$ cat config.mk
export PLATFORM = sky130hd
export DESIGN_NAME = multi_priority_arbiter
export DESIGN_NICKNAME = d
export VERILOG_FILES = /design/src/rtl/multi_priority_arbiter.sv
export SDC_FILE = /design/constraint.sdc
export NUM_CORES = 1
export LEC_CHECK = 0
export BUFFER_PORTS_ARGS = -buffer_cell sky130_fd_sc_hd__buf_2
export CORE_ASPECT_RATIO = 1.2
export CORE_MARGIN = 2
export CORE_UTILIZATION = 50
export CTS_CLUSTER_SIZE = 30
export DETAILED_ROUTE_END_ITERATION = 6
export PLACE_DENSITY_LB_ADDON = 0.25
export SLEW_MARGIN = 20
export SYNTH_ARGS = -nofsm -noshare
export SYNTH_HDL_FRONTEND = slang
export SYNTH_SLANG_ARGS = --single-unit
$ cat constraint.sdc
create_clock -name clk -period 14 [get_ports clk]
set_clock_uncertainty 0.2 [all_clocks]
set_input_delay 2.1 -clock clk [delete_from_list [all_inputs] [get_ports clk]]
set_output_delay 2.1 -clock clk [all_outputs]
set_load 0.005 [all_outputs]
$ cat src/rtl/multi_priority_arbiter.sv
// multi_priority_arbiter: registered N-request / K-grant priority encoder with
// fixed or round-robin priority and valid/ready handshakes on both sides.
module multi_priority_arbiter #(
    parameter  int N_REQ   = 12,
    parameter  int N_GRANT = 2,
    localparam int IDX_W   = $clog2(N_REQ),
    localparam int CNT_W   = $clog2(N_REQ + 1)
) (
    input  logic                     clk,
    input  logic                     rst,
    input  logic [N_REQ-1:0]         req,
    input  logic                     rr_en,
    input  logic                     in_valid,
    output logic                     in_ready,
    output logic [N_GRANT*IDX_W-1:0] grant_idx,
    output logic [N_GRANT-1:0]       grant_vld,
    output logic [CNT_W-1:0]         req_count,
    output logic                     out_valid,
    input  logic                     out_ready
);
    logic [IDX_W-1:0]         ptr;
    logic [IDX_W-1:0]         ptr_nxt;
    logic [N_GRANT*IDX_W-1:0] idx_nxt;
    logic [N_GRANT-1:0]       vld_nxt;
    logic                     accept;

    assign in_ready = !out_valid || out_ready;
    assign accept   = in_valid && in_ready;

    // Walk every position once from the start point, wrapping past N_REQ-1,
    // filling slots in the order set bits are met.
    always_comb begin
        int start;
        int k;
        idx_nxt = '0;
        vld_nxt = '0;
        ptr_nxt = ptr;
        start   = rr_en ? int'(ptr) : 0;
        k       = 0;
        for (int j = 0; j < N_REQ; j++) begin
            int p;
            logic [IDX_W-1:0] pos;
            p   = start + j;
            p   = (p >= N_REQ) ? p - N_REQ : p;
            pos = IDX_W'(p);
            if (req[pos] && k < N_GRANT) begin
                for (int s = 0; s < N_GRANT; s++) begin
                    if (k == s) begin
                        idx_nxt[s*IDX_W +: IDX_W] = pos;
                        vld_nxt[s]                = 1'b1;
                    end
                end
                ptr_nxt = IDX_W'((p + 1 == N_REQ) ? 0 : p + 1);
                k       = k + 1;
            end
        end
    end

    always_ff @(posedge clk or posedge rst) begin
        if (rst) begin
            out_valid <= 1'b0;
            grant_idx <= '0;
            grant_vld <= '0;
            req_count <= '0;
            ptr       <= '0;
        end else if (accept) begin
            out_valid <= 1'b1;
            grant_idx <= idx_nxt;
            grant_vld <= vld_nxt;
            req_count <= CNT_W'($countones(req));
            if (rr_en) ptr <= ptr_nxt;
        end else if (out_ready) begin
            out_valid <= 1'b0;
        end
    end
endmodule

* Word level (Yosys, flattened, before mapping)
Index checks and enable logic that the tools add are counted.
Word-level totals: output and inout bits 16, register bits 19, word-level logic and storage cells 289, input bits 17
Operators by class: equality and inequality tests 23, muxes and demuxes 142, reductions and logical operators 28, order comparisons 35, $add $sub $neg 56
Operators with widths (number):
- $add A32 B2 Y32 const B | 22
- $mux W32 | 22
- $eq A32 B5 Y1 const B | 12
- $eq A32 B2 Y1 const B | 11
- $logic_not A32 Y1 | 11
- $lt A32 B3 Y1 const B | 11
- $mux W4 | 48
- $mux W8 | 11
- $sub A5 B4 Y6 const B | 11
- $lt A4 B5 Y1 const B | 12
- $ge A5 B4 Y1 const B | 11
- $bmux W1 S4 | 12
- $mux W1 | 38
- $mux W2 | 11
- $add A4 B3 Y5 const B | 4
- $add A4 B4 Y5 const B | 4
- $add A1 B1 Y2 | 6
- $logic_and A1 B1 Y1 | 12
- $reduce_bool A12 Y1 | 1
- $add A4 B2 Y5 const B | 2
- $add A2 B2 Y3 | 3
- $add A4 B1 Y5 const B | 1
- $sub A4 B4 Y5 const B | 1
- $add A3 B3 Y4 | 1
- other kinds (6) | 6

* Longest topological paths before layout
Gate-level depths: netlist of the first run.
depth in word-level cells 40, mapped depth 62, mapped depth without buffers 56

* Least setup slack after synthesis of the first run
No wires, ideal clock.
kind input to register, start in rr_en, end reg grant_idx[4], required time 13.678 ns, library setup time 0.122 ns, path buffers 6, arrival 13.969 ns, stages 58, path slack -0.290 ns, path through nand2_1 inv_2 clkbuf_1 ha_1 buf_2 a21boi_0 o21ai_1 inv_1 ha_1 a21oi_1 xnor3_1 mux4_2 a22oi_2 inv_1 clkbuf_1 ha_1 o2111ai_1 o311a_1 (+22 left out) xnor3_2 ha_1 inv_1 o21ai_0 and2_1 nand2_1 nor4b_2 xnor2_2 inv_1 ha_1 inv_1 o21ai_0 nand3_1 nor3_1 nand2b_1 mux2i_2 a21oi_1 a32o_1
On the way: longest elaborated chain between the ends 39, elaborated cells between the ends (all ways) 148, classes of those cells 33 x add/sub; 23 x order compare; 11 x eq/ne; 70 x mux; 11 x reduce/logical
Ends and longest elaborated chain:
- from (decl) | RTL line 12 | input logic rr_en,
- $mux W4 (*) | RTL line 38 | start = rr_en ? int'(ptr) : 0;
- $sub A4 B4 Y5 / $ge A4 B4 Y1 (equally long branches) | RTL line 44 | p = (p >= N_REQ) ? p - N_REQ : p;
- $mux W32 | RTL line 44
- $bmux W1 S4 | RTL line 46 | if (req[pos] && k < N_GRANT) begin
- $mux W1 (implied by the code) | RTL line 46
- $mux W1 | RTL line 46
- $lt A32 B3 Y1 | RTL line 46
- $logic_and A1 B1 Y1 | RTL line 46
- (+23 left out)
- $logic_and A1 B1 Y1 | RTL line 46
- $mux W32 | RTL line 46
- $lt A32 B3 Y1 | RTL line 46
- $logic_and A1 B1 Y1 | RTL line 46
- $mux W32 | RTL line 46
- $lt A32 B3 Y1 / $eq A32 B2 Y1 (equally long branches) | RTL line 46, 48
- $logic_and A1 B1 Y1 / $mux W4 (equally long branches) | RTL line 46, 48
- $mux W8 (*) | RTL line 46
- to (signal assigned) | RTL line 68 | grant_idx <= idx_nxt;
- to (decl) | RTL line 15 | output logic [N_GRANT*IDX_W-1:0] grant_idx,
Every way passes the cells marked *; elsewhere a longest branch is shown, timed or not. The select of a mux whose other input is x is not followed. A chain may end at the register's enable or synchronous reset.

* Worst setup path in the final report of the first run
Same ends and word-level chain as after synthesis.

==> metrics.md, run 1 <==
| Metric | Value |
|---|---|
| Status | complete, no violations |
| R2r setup slk | 2180 ps |
| Setup violators final | 0 |
| Reg2Reg Depth | 54 |
| Setup TNS | 0 ps |
| WP buf/inv | 12 |
| Top FF cell, synth | dfrtp_1 |
| Mux share of post-synthesis cell area | 0.0719 |
| Critical-path top delay cell | mux4_2 |
| Layer with the highest usage | met2 |
| CTS root buffer | clkbuf_16 |
| Synth Area in Compound Gates | 0.228 |
| Min setup slack post-route | about 660 ps |
| Crit Path Category | input port to register |
| Pre-CTS setup slack | between 200 and 250 ps |
| CP max FO | 11 |
| HPWL after DPL | 22200 um |
| Drt drc | 0 |
| Top Ports | 33 |
| Distinct cells, synth | 90 |
| Final min period | between 10000 and 15000 ps |
| EDFF count, synth | 0 |
| M1 GR Usage | 0.418 |
| Port bufs | 32 |
| Core Box Area | 15100 sq um |
| Slew Viols, Final | 0 |
| DRT antenna net count | 0 |
| Hold slack | 268 ps |
| Clock Latency Late Sink | ~250 ps |
| Area growth from synthesis to layout | 10.2% |
| Worst path max stage delay | 560 ps |
| Routed len/inst | 21.3 um |
| Vias in the first global route | 8021 |
| Peak Freq | 75.0 MHz |
| Synth Warn # | 0 |
| First-pass GRT wire length | roughly 43000 um |
| Clk buf depth | 2 |
| Htree depth | 1 |
| Final Wtd Congestion | roughly 1.0 |
| Syn Area/Cell | 7.38 sq um |
| Most frequent cells in the layout | ha_1, nand2_1, nor2_1 |
| Core Rows | 49 |
| Worst Hold Path Cells | 2 |
| Period utilization | 0.953 |
| Worst setup EP type | register |
| Post-synthesis adder-cell area fraction | 0.211 |
| WP data required | about 14000 ps |
| Antenna violations before repair | 1 |
| Reg-to-reg startpoint | ptr[1] |
| GRT overflow | 0 |
| Yosys reg bits | 19 |
| Hold EP | req_count[0] |
| Worst EP arrival | 13280 ps |
| Ant diodes | 0 |
| Met2 Usage GRT | 0.544 |
| Sequential element share of the synthesized area | 0.0611 |
| Clock Sinks | 19 |
| Min-Delay Startpoint | req_count[0] |
| Commonest non-fill, non-tap cell in the layout | ha_1 |
| Post-synth top area cell | ha_1 |
| DRT iter0 DRCs | 870 |
| Initial core utilization | 0.516 |
| DRT Pass-1 Iters | 5 |
| Max transition margin | 0.262 |
| GRT Total Usage | 0.327 |
| CP top delay family | adder cells |
| Mapped Cells | 1055 |
| CTS buffer count | 3 |
| Share of cells above drive strength 1 | 0.138 |
| Nets@finish | between 1000 and 1500 |
| Combinational family with the most area after synthesis | simple AND/OR/NAND/NOR gates |
| GRT met3 Usage | 0.0489 |
| Hold_buf cts | 0 |
| Worst-margin pin slew | 1080 ps |
| Crit path launch type | input port |
| Final hold violation count | 0 |
| Final core occ | 0.569 |
| Routed wire length | 28000 um |
| Synth area leaders | ha_1, dfrtp_1, nand2_1, xnor2_1, nor2_1 |
| Die W | 118 um |
| Most common cell on crit path | ha_1 |
| Layout fillers | 1520 |
| Simple-gate portion of the synthesized area | 0.305 |
| Min-Delay Path Class | register to register |
| Worst R2R End | grant_idx[4] |
| Die Area | between 15000 and 20000 sq um |
| Vias | 8669 |
| Die H | 141 um |
| Via density | 6.59 |
| Ys async rst share | 1.00 |
| XOR/XNOR share of the synthesized area | 0.0600 |
| Maxcap violations | 0 |
| TritonCTS clock tree | built |
| Top-area cell type share of the netlist area | 0.193 |
| Clk pin slew, worst setup/hold paths | 50 ps |
| Mapped Area | 7780 sq um |
| Largest net degree at the start of global routing | 25 |
through the flow:
step,std cells,instance area (sq um)
floorplan,1084,7900
global placement,1308,8390
detailed placement,1308,8390
CTS,1312,8470
global route,1316,8570
finish,1316,8570
routing by layer:
metal | up-vias | part of all wire
li1 | 4052 | -
met2 | 411 | 0.46
met1 | 4102 | 0.40
met3 | 102 | 0.082
met4 | 2 | 0.053
met5 | - | 0.00054
worst min-delay path, stage by stage, from the launching register on:
cell and delay (ps):
dfrtp_1 330, nand2_1 50, nand2_1 50
Yosys cell counts (7+ instances only):
library cell	count
a21oi_1	48
o211ai_1	13
o22ai_1	8
ha_1	120
mux2i_1	14
nor4_1	17
nand3_1	50
nand4b_1	17
nand2b_1	11
nor3_1	30
xor2_1	7
nor2b_1	15
and3_1	27
nand4_1	28
a21o_1	13
nor4b_1	10
o221ai_1	10
o31ai_1	7
inv_2	8
fa_1	7
a211oi_1	9
buf_2	13
o21ai_0	47
o21ai_1	10
a31oi_1	12
and2_1	16
inv_1	65
mux2_2	13
or3_1	7
nor2_1	67
xnor2_1	31
mux4_2	11
nand2_1	113
or2_2	9
clkbuf_1	28
dfrtp_1	19
sequential cells by signal (all words and copies together) (netlist names):
name	count
ptr	4
grant_vld	2
req_count	4
grant_idx	8
out_valid	1
worst max-delay path by stage:
stage	endpoint	from	slack, ps	depth (start not counted)
after floorplan	grant_idx[4]	rr_en	30	58
after global routing	grant_idx[7]	rr_en	-220	60
final	grant_idx[4]	rr_en	660	55
after global placement	grant_idx[1]	rr_en	520	53
after CTS	grant_idx[1]	rr_en	450	51
after detailed placement	grant_idx[1]	rr_en	200	54
layout make-up:
class | count | area [sq um] | area share
multi-input cells | 943 | 7020 | 0.819
flip-flops and latches | 19 | 475 | 0.0555
repair buffers | 72 | 458 | 0.0534
inverters | 74 | 283 | 0.0330
well taps | 204 | 255 | 0.0298
clock buffers | 3 | 75.1 | 0.00876
clock inverters | 1 | 5.00 | 0.000584
repair_timing:
item	in CTS	in global routing
setup endpoints to repair	0	13
setup buffers	0	3
resized for setup	0	14
kinds of logic (layout without fill, tap and decap cells):
kind of cell,after synthesis,in the layout
simple gates,444,444
compound gates,256,256
fa+ha+maj,127,127
other cells,2,31
flops,19,19
xor+xnor,45,45
mux,40,40
buf+inv,122,150
Power of run 1 is not shown: default switching activity piles up to over one toggle a cycle in this logic, so the estimate is an artifact.
==> run 2, diff against run 1 <==
CAP_MARGIN = 25   (was default)
CELL_PAD_IN_SITES_DETAIL_PLACEMENT = 0   (was default)
CELL_PAD_IN_SITES_GLOBAL_PLACEMENT = 1   (was default)
CORE_UTILIZATION = 48   (was 50)
==> run 2 against run 1 <==
  * Global-route usage up 1.1 points
  * Cell count up 1.1%
  * Utilization down 3.4 points
  * Sequential share of layout area about the same
  * Count of clock-buffer cells in the layout unchanged
==> metrics.md, run 2 (same netlist as run 1, synthesis figures left out) <==
| Metric | Value |
|---|---|
| Ant diodes | 0 |
| Setup violators final | 0 |
| Max transition margin | 0.361 |
| Vias | 8697 |
| Worst setup EP type | register |
| DRT iter0 DRCs | 821 |
| Worst path max stage delay | about 500 ps |
| GRT Total Usage | 0.338 |
| TritonCTS clock tree | built |
| Worst R2R End | grant_idx[4] |
| Die H | approximately 140 um |
| Core Box Area | 16100 sq um |
| Reg-to-reg startpoint | ptr[1] |
| Vias in the first global route | 8179 |
| Final core occ | 0.535 |
| Die W | between 100 and 150 um |
| First-pass GRT wire length | 45800 um |
| Top Ports | 33 |
| HPWL after DPL | 23500 um |
| Worst EP arrival | 13180 ps |
| Setup TNS | 0 ps |
| Final hold violation count | 0 |
| DRT Pass-1 Iters | 5 |
| Min setup slack post-route | around 780 ps |
| Register area | 475 sq um |
| Core Rows | 51 |
| Worst Hold Path Cells | 2 |
| Slew Viols, Final | 0 |
| DRT antenna net count | 0 |
| Multi-input logic area | between 6000 and 7000 sq um |
| Maxcap violations | 0 |
| Nets@finish | ~1300 |
| Hold_buf cts | 0 |
| Placed Cells | approximately 1300 |
| Routed wire length | between 20000 and 30000 um |
| Period utilization | 0.945 |
| Commonest non-fill, non-tap cell in the layout | ha_1 |
| Min-Delay Path Class | register to register |
| Crit path launch type | input port |
| Largest net degree at the start of global routing | 24 |
| Die Area | 17300 sq um |
| GRT overflow | 0 |
| WP data required | 13950 ps |
| R2r setup slk | 2270 ps |
| Final Wtd Congestion | 1.03 |
| Most frequent cells in the layout | ha_1, nand2_1, nor2_1 |
| Crit Path Category | input port to register |
| Clock Sinks | 19 |
| Critical-path top delay cell | xnor3_2 |
| Layout fillers | roughly 1600 |
| Htree depth | 1 |
| CTS root buffer | clkbuf_16 |
| Port bufs | 32 |
| Status | complete, no violations |
| Routed len/inst | between 20 and 25 um |
| Antenna violations before repair | 0 |
| CP max FO | 11 |
| Area growth from synthesis to layout | 10.5% |
| Hold EP | req_count[0] |
| Drt drc | 0 |
| Largest Register | grant_idx |
| Biggest regs | grant_idx (8), ptr (4), req_count (4) |
| Clk buf depth | 2 |
| Via density | 6.53 |
| Fin cells | 1331 |
| Most common cell on crit path | ha_1 |
| Reg2Reg Depth | 56 |
| Pre-CTS setup slack | 178 ps |
| Final min period | 13220 ps |
| Share of cells above drive strength 1 | 0.139 |
| CTS buffer count | 3 |
| Max reg flops | 8 |
| Peak Freq | approximately 76 MHz |
| Min-Delay Startpoint | req_count[0] |
| Clk pin slew, worst setup/hold paths | 60 ps |
| Clock Latency Late Sink | 260 ps |
| Initial core utilization | 0.484 |
| Worst-margin pin slew | 951 ps |
[run 2: metrics by stage]
stage	cell area [sq um]	hold slack [ps]
2_1_floorplan	7900	270
3_3_place_gp	8460	267
3_5_place_dp	8470	271
4_1_cts	8550	289
5_1_grt	8600	301
6_report	8600	281
[run 2: worst max-delay path, delay by kind of cell]
family | cells | cell delay, ps
XOR/XNOR | 3 | 980
buffers and inverters | 13 | 1350
AO/OA/AOI/OAI | 11 | 2170
adder cells (fa/ha/maj) | 9 | 2490
multiplexers | 1 | 220
AND/OR/NAND/NOR | 20 | 3850
[run 2: final cells by class]
type / count / share of cell area
clock buffers: 3 / 0.00873
clock inverters: 1 / 0.000582
inverters: 74 / 0.0326
multi-input cells: 943 / 0.813
flip-flops and latches: 19 / 0.0553
well taps: 212 / 0.0308
repair buffers: 79 / 0.0594
[run 2: repair_timing]
action,4_1_cts,5_1_grt
gates resized for setup,0,7
setup endpoints to repair,0,12
buffers inserted,0,1
[run 2: worst max-delay path by stage]
stage,startpoint,to,slack [ps],cells after the start
after floorplan,rr_en,grant_idx[4],30,58
after global placement,rr_en,grant_idx[1],440,55
after detailed placement,rr_en,grant_idx[3],180,56
after CTS,rr_en,grant_idx[1],380,56
after global routing,rr_en,grant_idx[7],-30,57
final,rr_en,grant_idx[4],780,57
[run 2: metal layers]
metal | vias up | share of wire | GRT usage
li1 | 4063 | - | -
met1 | 4056 | 0.39 | 0.415
met2 | 451 | 0.47 | 0.577
met3 | 127 | 0.084 | 0.0548
met4 | 0 | 0.057 | 0.163
met5 | - | 0 | 0
Power of run 2 is left out for the same reason.
==> run 3, diff against run 2 <==
clock period = 15.1 ns   (was 14 ns; I/O delays follow)
==> run 3 against run 2 <==
  * First-iteration DRC count grew 8.3%
  * Critical path depth fell by 4
  * Critical endpoint unchanged
  * Utilization is 0.85 points lower
  * Design area decreased by 1.6%
  * Flip-flop and latch count stayed put
  * Sequential share of layout area up 0.089 points
  * Routed wire length fell by 2.7%
  * Non-clock buffer count down 15
==> metrics.md, run 3 (same netlist as run 1, synthesis figures left out) <==
| Metric | Value |
|---|---|
| Status | complete, no violations |
| Largest net degree at the start of global routing | 25 |
| WP data required | 15040 ps |
| Setup TNS | 0 ps |
| Worst-margin pin slew | 935 ps |
| Via density | 6.53 |
| Vias in the first global route | 7931 |
| Core Box Area | around 16000 sq um |
| CP top delay family | adder cells |
| Worst setup EP type | register |
| Layout fillers | 1630 |
| Die W | between 100 and 150 um |
| WP buf/inv | 12 |
| CTS root buffer | clkbuf_16 |
| Vias | 8591 |
| Die H | 143 um |
| Pre-CTS setup slack | 263 ps |
| Htree depth | 1 |
| Most common cell on crit path | ha_1 |
| Port bufs | 32 |
| R2r setup slk | 2680 ps |
| Top Ports | 33 |
| Clock Sinks | 19 |
| Worst path max stage delay | between 500 and 600 ps |
| Final hold violation count | 0 |
| Register area | about 480 sq um |
| DRT antenna net count | 0 |
| Share of cells above drive strength 1 | 0.127 |
| Maxcap violations | 0 |
| Placed Cells | roughly 1300 |
| HPWL after DPL | 22800 um |
| TritonCTS clock tree | built |
| Most frequent cells in the layout | ha_1, nand2_1, nor2_1 |
| Min setup slack post-route | 951 ps |
| Commonest non-fill, non-tap cell in the layout | ha_1 |
| Fin cells | 1316 |
| Final Wtd Congestion | just over 1 |
| GRT Total Usage | 0.325 |
| Setup violators final | 0 |
| Core Rows | between 50 and 60 |
| Critical-path top delay cell | mux4_2 |
| Antenna violations before repair | 0 |
| Routed wire length | 28300 um |
| CTS buffer count | 3 |
| Drt drc | 0 |
| Peak Freq | around 71 MHz |
| Multi-input logic area | 6960 sq um |
| Nets@finish | 1249 |
| Initial core utilization | 0.484 |
| Slew Viols, Final | 0 |
| Die Area | around 17000 sq um |
| Crit path launch type | input port |
| Unrepaired setup endpoints after global routing | no |
| Crit Path Category | input port to register |
| Worst EP arrival | 14090 ps |
| Min-Delay Path Class | register to register |
| Clk buf depth | 2 |
| DRT iter0 DRCs | 889 |
| Ant diodes | 0 |
| Area growth from synthesis to layout | 8.75% |
| Largest Register | grant_idx |
| First-pass GRT wire length | 44100 um |
| Final min period | 14150 ps |
| CP max FO | 24 |
| Final core occ | 0.526 |
| Clk pin slew, worst setup/hold paths | 60 ps |
| Routed len/inst | approximately 22 um |
| Period utilization | 0.937 |
| GRT overflow | 0 |
| Max transition margin | 0.372 |
| Clock Latency Late Sink | ~260 ps |
| Biggest regs | grant_idx (8), ptr (4), req_count (4) |
| Max reg flops | 8 |
| DRT Pass-1 Iters | 5 |
run 3: changes by cell type in the layout (fill, tap and decap cells not counted), sizes merged:
cell / delta
clkbuf: +2
clkinv: -1
clkinvlp: +1
buf: -17
run 3: worst min-delay path: stages, from the launching register on:
cell and delay (ps):
dfrtp_1 340, nand2_1 50, o21ai_0 60
run 3: final timing paths:
| kind | startpoint | end | cells past startpoint |
|---|---|---|---|
| worst min-delay path | req_count[2] | req_count[2] | 2 |
| worst max-delay path | rr_en | grant_idx[4] | 53 |
| worst max register to register | ptr[1] | grant_idx[4] | 52 |
| max in group asynchronous | rst | grant_idx[1] | 2 |
| min in group asynchronous | rst | req_count[1] | 2 |
| worst min register to register | req_count[2] | req_count[2] | 2 |
run 3: metal layers:
metal,GRT usage,part of all wire,up-vias
met4,0.138,0.052,0
met2,0.565,0.47,441
met1,0.410,0.40,4019
met3,0.0313,0.078,102
li1,-,-,4029
met5,0,0,-
run 3: per-stage QoR:
| step | hold WS (ps) | instance area, sq um |
|---|---|---|
| 6_report | 282 | 8460 |
| 5_1_grt | 306 | 8460 |
| 2_1_floorplan | 270 | 7890 |
| 3_5_place_dp | 275 | 8330 |
| 3_3_place_gp | 259 | 8330 |
| 4_1_cts | 289 | 8420 |
run 3: cell type report:
cell class                 count  share of cell area
clock buffer                   3             0.00887
clock inverter                 1            0.000887
inverter                      74              0.0331
multi-input combinational    943               0.823
sequential                    19              0.0562
tap                          212              0.0313
timing repair buffer          64              0.0467
run 3: repair_timing:
item                                    4_1_cts  5_1_grt
gates resized for setup                       0        5
endpoints found under the setup margin        0       13
hold buffers                                  0        0
hold endpoints to repair                      0        0
buffers inserted                              0        2
Power of run 3 is left out for the same reason.
